--- config.mk ---
export PLATFORM = sky130hd
export DESIGN_NAME = audio_fifo_sequencer
export DESIGN_NICKNAME = d
export VERILOG_FILES = /design/src/rtl/audio_fifo_sequencer.sv
export SDC_FILE = /design/constraint.sdc
export NUM_CORES = 1
export LEC_CHECK = 0
export ABC_AREA = 1
export CORE_MARGIN = 5
export CORE_UTILIZATION = 42
export CTS_CLUSTER_SIZE = 16
export DETAILED_ROUTE_END_ITERATION = 16
export PLACE_DENSITY = 0.88
export RECOVER_POWER = 100
export SLEW_MARGIN = 20
export SYNTH_ARGS = -nofsm -noshare
export SYNTH_HDL_FRONTEND = slang
export SYNTH_SLANG_ARGS = --single-unit
export TNS_END_PERCENT = 10
--- constraint.sdc ---
create_clock -name clk_clk -period 2 [get_ports clk_clk]
set_input_delay 0.2 -clock clk_clk [delete_from_list [all_inputs] [get_ports clk_clk]]
set_output_delay 0.2 -clock clk_clk [all_outputs]
set_load 0.005 [all_outputs]
--- src/rtl/audio_fifo_sequencer.sv ---
// Transport FSM and two-source arbiter feeding the audio FIFO write port under watermark flow control.
// Write strobe/data registered one cycle after acceptance; ready is combinational and drops on full/high watermark/stop.
module audio_fifo_sequencer #(
    parameter int DATA_W  = 32,
    parameter int USED_W  = 12,
    parameter int HI_WM   = 3584,
    parameter int PREFILL = 1024,
    parameter int UCNT_W  = 16
) (
    input  logic              clk_clk,
    input  logic              reset_reset,
    input  logic              cmd_play,
    input  logic              cmd_pause,
    input  logic              cmd_stop,
    input  logic              src_sel,
    input  logic [DATA_W-1:0] syn_data,
    input  logic              syn_valid,
    output logic              syn_ready,
    input  logic [DATA_W-1:0] pb_data,
    input  logic              pb_valid,
    output logic              pb_ready,
    input  logic              fifo_full,
    input  logic              fifo_empty,
    input  logic [USED_W-1:0] fifo_used,
    output logic              fifo_wrreq,
    output logic [DATA_W-1:0] fifo_data,
    output logic              out_pause,
    output logic              out_stop,
    output logic [1:0]        state,
    output logic [UCNT_W-1:0] underrun_cnt
);

    typedef enum logic [1:0] {
        ST_IDLE    = 2'd0,
        ST_PREFILL = 2'd1,
        ST_PLAY    = 2'd2,
        ST_PAUSED  = 2'd3
    } state_t;

    localparam logic [USED_W-1:0] LP_HI_LIM  = USED_W'(HI_WM - 2);
    localparam logic [USED_W-1:0] LP_PREFILL = USED_W'(PREFILL);
    localparam logic [UCNT_W-1:0] LP_UMAX    = {UCNT_W{1'b1}};

    state_t              r_state;
    state_t              w_next;
    logic                r_src;
    logic                r_wrreq;
    logic [DATA_W-1:0]   r_data;
    logic                r_out_pause;
    logic                r_out_stop;
    logic                r_empty_d;
    logic [UCNT_W-1:0]   r_ucnt;
    logic                w_ok;
    logic                w_syn_acc;
    logic                w_pb_acc;

    always_comb begin
        w_next = r_state;
        case (r_state)
            ST_IDLE: begin
                if (cmd_play && !cmd_stop && !cmd_pause)
                    w_next = ST_PREFILL;
            end
            ST_PREFILL: begin
                if (cmd_stop)
                    w_next = ST_IDLE;
                else if (cmd_pause)
                    w_next = ST_PAUSED;
                else if (fifo_used >= LP_PREFILL)
                    w_next = ST_PLAY;
            end
            ST_PLAY: begin
                if (cmd_stop)
                    w_next = ST_IDLE;
                else if (cmd_pause)
                    w_next = ST_PAUSED;
            end
            ST_PAUSED: begin
                if (cmd_stop)
                    w_next = ST_IDLE;
                else if (cmd_play && !cmd_pause)
                    w_next = ST_PLAY;
            end
            default: w_next = ST_IDLE;
        endcase
    end

    // The 2-word margin below HI_WM absorbs the lag of fifo_used behind our registered writes.
    assign w_ok = !reset_reset && (r_state != ST_IDLE) && !cmd_stop &&
                  !fifo_full && (fifo_used < LP_HI_LIM);

    assign syn_ready = w_ok && !r_src;
    assign pb_ready  = w_ok && r_src;
    assign w_syn_acc = syn_valid && syn_ready;
    assign w_pb_acc  = pb_valid && pb_ready;

    always_ff @(posedge clk_clk) begin
        if (reset_reset) begin
            r_state     <= ST_IDLE;
            r_src       <= 1'b0;
            r_wrreq     <= 1'b0;
            r_data      <= '0;
            r_out_pause <= 1'b0;
            r_out_stop  <= 1'b1;
            r_empty_d   <= 1'b0;
            r_ucnt      <= '0;
        end else begin
            r_state     <= w_next;
            r_out_stop  <= (w_next == ST_IDLE);
            r_out_pause <= (w_next == ST_PREFILL) || (w_next == ST_PAUSED);
            if (r_state == ST_IDLE && w_next == ST_PREFILL)
                r_src <= src_sel;
            r_wrreq <= w_syn_acc || w_pb_acc;
            if (w_syn_acc)
                r_data <= syn_data;
            else if (w_pb_acc)
                r_data <= pb_data;
            r_empty_d <= fifo_empty;
            if (r_state == ST_PLAY && fifo_empty && !r_empty_d && r_ucnt != LP_UMAX)
                r_ucnt <= r_ucnt + UCNT_W'(1);
        end
    end

    assign fifo_wrreq   = r_wrreq;
    assign fifo_data    = r_data;
    assign out_pause    = r_out_pause;
    assign out_stop     = r_out_stop;
    assign state        = r_state;
    assign underrun_cnt = r_ucnt;

endmodule

======== Word level (Yosys, flattened, before mapping) ========
Cells that the tools add are included.
storage, ports and cells
  bits in registers ....................... 55
  input bits .............................. 86
  output and inout port bits .............. 55
  word-level logic and storage cells ...... 55
cells by class
  add/subtract/negate cells ............... 1
  order comparisons ....................... 2
  equal/unequal tests ..................... 6
  muxes and demuxes ....................... 11
  reductions and logical operators ........ 27
operators by type and width
  kind                                                                     count
  32-bit two-way mux                                                       2
  16-bit by 1-bit adder with 16-bit output, second input constant          1
  2-bit two-way mux                                                        8
  16-bit inequality test, second input constant                            1
  1-bit logical AND                                                        15
  12-bit by 11-bit >= comparator with 1-bit output, second input constant  1
  12-bit < comparator, second input constant                               1
  2-bit one-hot mux with 4 select lines                                    1
  2-bit equality test, second input constant                               3
  1-bit zero test                                                          6
  2-bit by 1-bit equality test with 1-bit output, second input constant    2
  2-bit zero test                                                          2
  2-bit nonzero test                                                       2
  1-bit logical OR                                                         2

======== Logic depth before layout (Yosys ltp) ========
Gate-level depths: netlist of the first run.
  depth after elaboration ................. 9
  mapped depth ............................ 11

======== Worst setup path after synthesis of the first run ========
Ideal clock, no wire load.
  kind .................................... register -> register
  start ................................... register r_ucnt[0] (netlist: underrun_cnt[0])
  end ..................................... register r_ucnt[1] (netlist: underrun_cnt[1])
  data arrival time ....................... 1.520 ns
  required time ........................... 1.884 ns
  path slack .............................. 0.364 ns
  stages on the path, launching flop included .. 11
  path buffers ............................ 1
  clock period less this slack ............ 1.636 ns
  cell sequence ........................... dfxtp_1 ha_1 nand3_1 inv_2 and2_1 nand4_1 nand2_2 inv_2 buf_2 nor2_1 nor2_1
between the ends
  longest elaborated chain between the ends .. 2
  elaborated cells between the ends (all ways) .. 3
  those cells by class .................... add/sub: 1; eq/ne: 1; reduce/logical: 1
ends and longest elaborated chain
  item                                                                              RTL line  RTL
  start, declared                                                                   52        logic [UCNT_W-1:0] r_ucnt;
  start signal, assigned                                                            120       r_ucnt <= r_ucnt + UCNT_W'(1);
  branches (longest 2 deep; another with 16-bit by 1-bit adder with 16-bit output)  --
Several ways; the timed one is not identified.
A chain may end at the register's enable or synchronous reset.

======== Worst setup path after layout of the first run ========
  start ................................... input port cmd_stop
  end ..................................... output port pb_ready
between the ends
  longest elaborated chain between the ends .. 5
ends and longest elaborated chain
  item                            RTL line  RTL
  start, declared                 14        input logic cmd_stop,
  1-bit zero test                 89        assign w_ok = !reset_reset && (r_state != ST_IDLE) && !cmd_stop &&
  1-bit logical AND (2 in a row)  89
  1-bit logical AND               90        !fifo_full && (fifo_used < LP_HI_LIM);
  1-bit logical AND               93        assign pb_ready = w_ok && r_src;
  end, declared                   21        output logic pb_ready,
Every way passes these cells.

==> results.cfg, run 1 <==
[synthesis]
synth.lib_cells_used.distinct = 29
ys_warn_count = 0
synth-seq-area-share_pct = 35.0
ys_top_cells_by_area = dfxtp_1, nand3_1, inv_1
synth_area_per_cell_um2 = 6.51
ys_seq_elements = 54
synth-async-reset-ratio_pct = 0
yosys.area.top_type = dfxtp_1
synth_top_area_share_pct = 35.0
syn_nets = 561
netlist_area_mm2 = 0.00309
synth_edf_count = 0
synth_ff_type = dfxtp_1
syn_inst = 474

[cts]
cts_hold_buffers = 0
clkSlewWorstSetupHoldPaths_ps = 100
htreeDepth = 2
clk_latency_ps = 300
cts_tree = yes
cts_buffers = 5
postCtsSetupBuffers = 0
clk_path_buf_depth = 2
cts.sinks = 54
cts_root_buffer = clkbuf_8

[sta]
final_hold_viol_count = 0
drv_slew = 0
fmax_mhz = 523
setup_viol = 0
tightest_slew_ps = 993
fin_crit_ps = 1910
fin_ws_ps = 89.3
rsz0062_at_grt = no
relSlewSlack_pct = 33.8
min_period_over_period_pct = 95.5
finClkSkew_ps = 10.4

[critical_path]
crit_slowest_cell = clkdlybuf4s50_1
reg2reg_to = underrun_cnt[8]
cp_data_arrival_time_ps = 1710
critPathCapture = pb_ready
reg2reg_slack_ps = 190
worstSetupStartpointType = primary input
slowest_delay_ps = 530
worst-setup-path-type = in2out
crit_top_cell = clkdlybuf4s50_1
crit_start = cmd_stop
r2r_start = underrun_cnt[0]
path_cells = clkdlybuf4s50_1 > or2_4 > nor2_8 > nand3_2 > nor2_1 > clkdlybuf4s50_1
path_max_fanout = 2
worst_setup_path_end_kind = output pin
required_ps = 1800
reg2regPathDepth = 9

[min_path]
hp-class = in2reg

[power]
leakage_nw = 2.13
power_density_mw_per_mm2 = 422
ir_drop_mv = 0.253
p_total_mw = 1.96

[routing]
postRouteAntennaNets = 0
dr.first_iter.drc_count = 122
dr.pass1.iters = 4
routed_via_density = 4.89
num_vias = 3446
routedWlPerCell_um = 12.8
drc = 0
finalWirelength_um = 9010

[global_routing]
grt_overflow = 0
globalRouteTotalUtil_pct = 20.0
grt_max_degree = 47
grt_pass1_vias = 3438
grt_pass1_wl_um = 15000
antenna_found_initial = 0

[floorplanning]
num_rows = 31
io_pins = 141
die-area_mm2 = 0.00917
fp.dieH_um = 95.7
core_area_mm2 = 0.00721
start_util_pct = 42.8
die_w_um = 95.7

[flow_run]
maxCapViolations = 0

[placed_design]
place_congestion = 1.03
hpwl_um = 6920
dp.cells = 697
portBuffers = 139
place_ws_ps = -34.6

[layout]
antennaDiodeCount = 0
area_growth_pct = 50.3
drive_gt1_share_pct = 5.95
instances_no_fill = 704
fillers = 652
fin_nets = 692

[run_status]
status = finished clean
metal layers:
layer	share of wire [%]	up-vias	routed length, um	GRT usage (%)
li1	-	1753	-	-
met4	1.1	0	97	5.57
met2	51	130	4640	36.9
met1	40	1553	3580	22.3
met3	7.7	10	691	5.63
met5	0	-	0	0
critical path, delay by kind of cell:
family | cells | cell delay [ps]
simple gates | 4 | 560
buf+inv | 2 | 950
timing repair:
item	4_1_cts	5_1_grt
gates resized for setup	2	2
pin swaps	0	0
endpoints found under the setup margin	1	1
cell usage after synthesis (5+ instances only):
cell	count
nor2_1	23
a21oi_1	47
buf_6	5
dfxtp_1	54
inv_1	84
inv_2	6
nor3_1	5
o21ai_0	7
xor2_1	10
buf_2	6
buf_4	5
nand2_1	84
clkbuf_1	11
nand3_1	107
stage by stage:
stage | hold WS [ps] | cell area, um^2 | util [%] | TNS [ps]
6_report | 197 | 4640 | 64.3 | 0
5_1_grt | 199 | 4640 | 64.3 | 0
4_1_cts | 185 | 4660 | 64.6 | 0
3_5_place_dp | 474 | 4580 | 63.4 | -41.7
3_3_place_gp | 469 | 4580 | 63.4 | 0
2_1_floorplan | 325 | 3090 | - | 0
how the worst min path moves through the flow:
| stage | end | start | cells past startpoint | slack, ps |
|---|---|---|---|---|
| 6_report | underrun_cnt[5] | reset_reset | 4 | 200 |
| 5_1_grt | underrun_cnt[5] | reset_reset | 4 | 200 |
| 4_1_cts | underrun_cnt[5] | reset_reset | 4 | 190 |
| 3_5_place_dp | fifo_data[25] | fifo_data[25] | 2 | 470 |
| 3_3_place_gp | fifo_data[8] | fifo_data[8] | 2 | 470 |
| 2_1_floorplan | r_empty_d | fifo_empty | 2 | 320 |
cells in the final DEF (no fill, tap or decap), drive strengths merged, types with 4 or more instances in the layout:
master / instances
nand3: 108
inv: 90
nand2: 87
clkdlybuf4s50: 84
dfxtp: 54
dlygate4sd3: 53
a21oi: 47
nor2: 25
buf: 11
xor2: 10
clkbuf: 9
o21ai: 7
nor3: 6
nand4: 4
state kept, by name, indices dropped and copies added, names as in the netlist:
| register | count |
|---|---|
| fifo_data | 32 |
| fifo_wrreq | 1 |
| out_stop | 1 |
| r_empty_d | 1 |
| r_src | 1 |
| state | 2 |
| underrun_cnt | 16 |
layout make-up:
class / count / area [um^2] / area share, %
Inverter: 90 / 338 / 7.28
Sequential cell: 54 / 1090 / 23.4
Tap cell: 99 / 124 / 2.67
Clock buffer: 6 / 72.6 / 1.56
Multi-Input combinational cell: 302 / 1500 / 32.2
Timing Repair Buffer: 152 / 1520 / 32.7
Clock inverter: 1 / 7.51 / 0.162
cell families after synthesis:
logic type      Yosys count  synth area share, %
buf+inv                 118                 16.4
compound gates           55                 9.04
simple gates            233                 35.5
flops                    54                 35.0
fa+ha+maj                 1                0.405
xor+xnor                 13                 3.69
report_power, final:
| group | switching, mW | total, mW | leakage [nW] | internal (mW) |
|---|---|---|---|---|
| combinational | 0.111 | 0.295 | 1.66 | 0.184 |
| sequential | 0.00474 | 1.09 | 0.437 | 1.08 |
| clock | 0.338 | 0.579 | 0.0373 | 0.241 |
No activity file was read; power rests on OpenSTA's default activity.
==> inputs of run 2 (changes only) <==
Settings changed: CTS_CLUSTER_SIZE 16 to 30.
==> results of run 2 <==
Same layout as run 1: the final DEF is identical, and so are final timing and power.
==> inputs of run 3 (changes only) <==
Clock period 2 ns to 2.1 ns, I/O delays scaled along.
==> results.cfg, run 3 (synthesis results as in run 1) <==
[layout]
mostFrequentLayoutCells = nand3_1, inv_1, nand2_1, clkdlybuf4s50_1
layout_commonest_cell = nand3_1
area_growth_pct = 51.1
finish.utilization_pct = 64.7
largest_register_ffs = 32
instances_no_fill = 703
antennaDiodeCount = 0
drive_gt1_share_pct = 5.63
fin_nets = 691

[critical_path]
path_max_fanout = 2
worstSetupStartpointType = primary input
reg2reg_slack_ps = 220
required_ps = 1890
cp_data_arrival_time_ps = 1740
r2r_start = underrun_cnt[0]
worst_setup_path_end_kind = output pin
reg2reg_to = underrun_cnt[11]
reg2regPathDepth = 9
worst-setup-path-type = in2out

[routing]
top_layer_used = met4
finalWirelength_um = 9160
dr_wl_met3_um = 802
dr.first_iter.drc_count = 112
num_vias = 3488
postRouteAntennaNets = 0
routed_via_density = 4.96
routedWlPerCell_um = 13.0
met1_length_um = 3570
drc = 0
met2WireLength_um = 4690
dr.pass1.iters = 4

[cts]
cts_hold_buffers = 0
clkSlewWorstSetupHoldPaths_ps = 100
clk_path_buf_depth = 2
cts_tree = yes
cts_buffers = 5
clk_latency_ps = 300
cts.sinks = 54
cts_root_buffer = clkbuf_8
htreeDepth = 2
postCtsSetupBuffers = 0

[global_routing]
grt_pass1_wl_um = 14700
grt_overflow = 0
antenna_found_initial = 0
globalRouteTotalUtil_pct = 19.9
grt_max_degree = 47
grt_pass1_vias = 3357

[floorplanning]
core_area_mm2 = 0.00721
start_util_pct = 42.8
die-area_mm2 = 0.00917
io_pins = 141
die_w_um = 95.7
num_rows = 31
fp.dieH_um = 95.7

[sta]
min_period_over_period_pct = 92.7
fin_crit_ps = 1950
tightest_slew_ps = 969
fmax_mhz = 514
relSlewSlack_pct = 35.4
final_hold_viol_count = 0
whs_ps = 191
drv_slew = 0
rsz0062_at_grt = no
finClkSkew_ps = 8.46
setup_tns_ps = 0
setup_viol = 0

[min_path]
min_to = underrun_cnt[5]
hp-class = in2reg
hp-start = reset_reset
worstHoldPathCells = 4

[placed_design]
portBuffers = 139
place_congestion = 1.02
dp.cells = 696
hpwl_um = 6960

[power]
p_total_mw = 2.02
leakage_nw = 2.13
ir_drop_mv = 0.239
power_density_mw_per_mm2 = 434

[flow_run]
maxCapViolations = 0

[run_status]
status = finished clean
==> run 3: worst max path at each step <==
stage,start,end
final,cmd_stop,pb_ready
after global routing,state[0],fifo_data[26]
after CTS,state[0],syn_ready
after detailed placement,cmd_stop,fifo_data[4]
after global placement,cmd_stop,fifo_data[1]
after floorplan,underrun_cnt[0],underrun_cnt[1]
==> run 3: power breakdown <==
| part | switching (mW) | internal [mW] |
|---|---|---|
| combinational | 0.105 | 0.175 |
| clock | 0.327 | 0.382 |
| sequential | 0.00422 | 1.03 |
==> run 3: critical path: stages <==
cell and delay [ps]:
clkdlybuf4s50_1 420, or2_4 280, nor2_8 110, nand3_2 80, nor2_1 100, clkdlybuf4s50_1 520
==> run 3: repair_timing <==
action                                  CTS  global route
endpoints found under the setup margin    0             2
endpoints found under the hold margin     0             0
resized for setup                         0             2
==> run 3: cell type report <==
cell class / count / area (um^2)
fill: 653 / 2550
sequential: 54 / 1080
timing repair buffer: 151 / 1510
tap: 99 / 124
clock buffer: 6 / 82.6
clock inverter: 1 / 30.0
multi-input combinational: 302 / 1500
inverter: 90 / 338
==> run 3: through the flow <==
stage	area, um^2	worst slack (ps)
2_1_floorplan	3090	464
3_3_place_gp	4560	73.2
3_5_place_dp	4560	20.9
4_1_cts	4670	1.01
5_1_grt	4670	34.0
6_report	4670	154
==> run 3: per-layer routing <==
layer  vias up  global-route usage, %
li1       1756                      -
met1      1593                   22.7
met2       131                   35.1
met3         8                   6.25
met4         0                   6.52
met5         -                      0
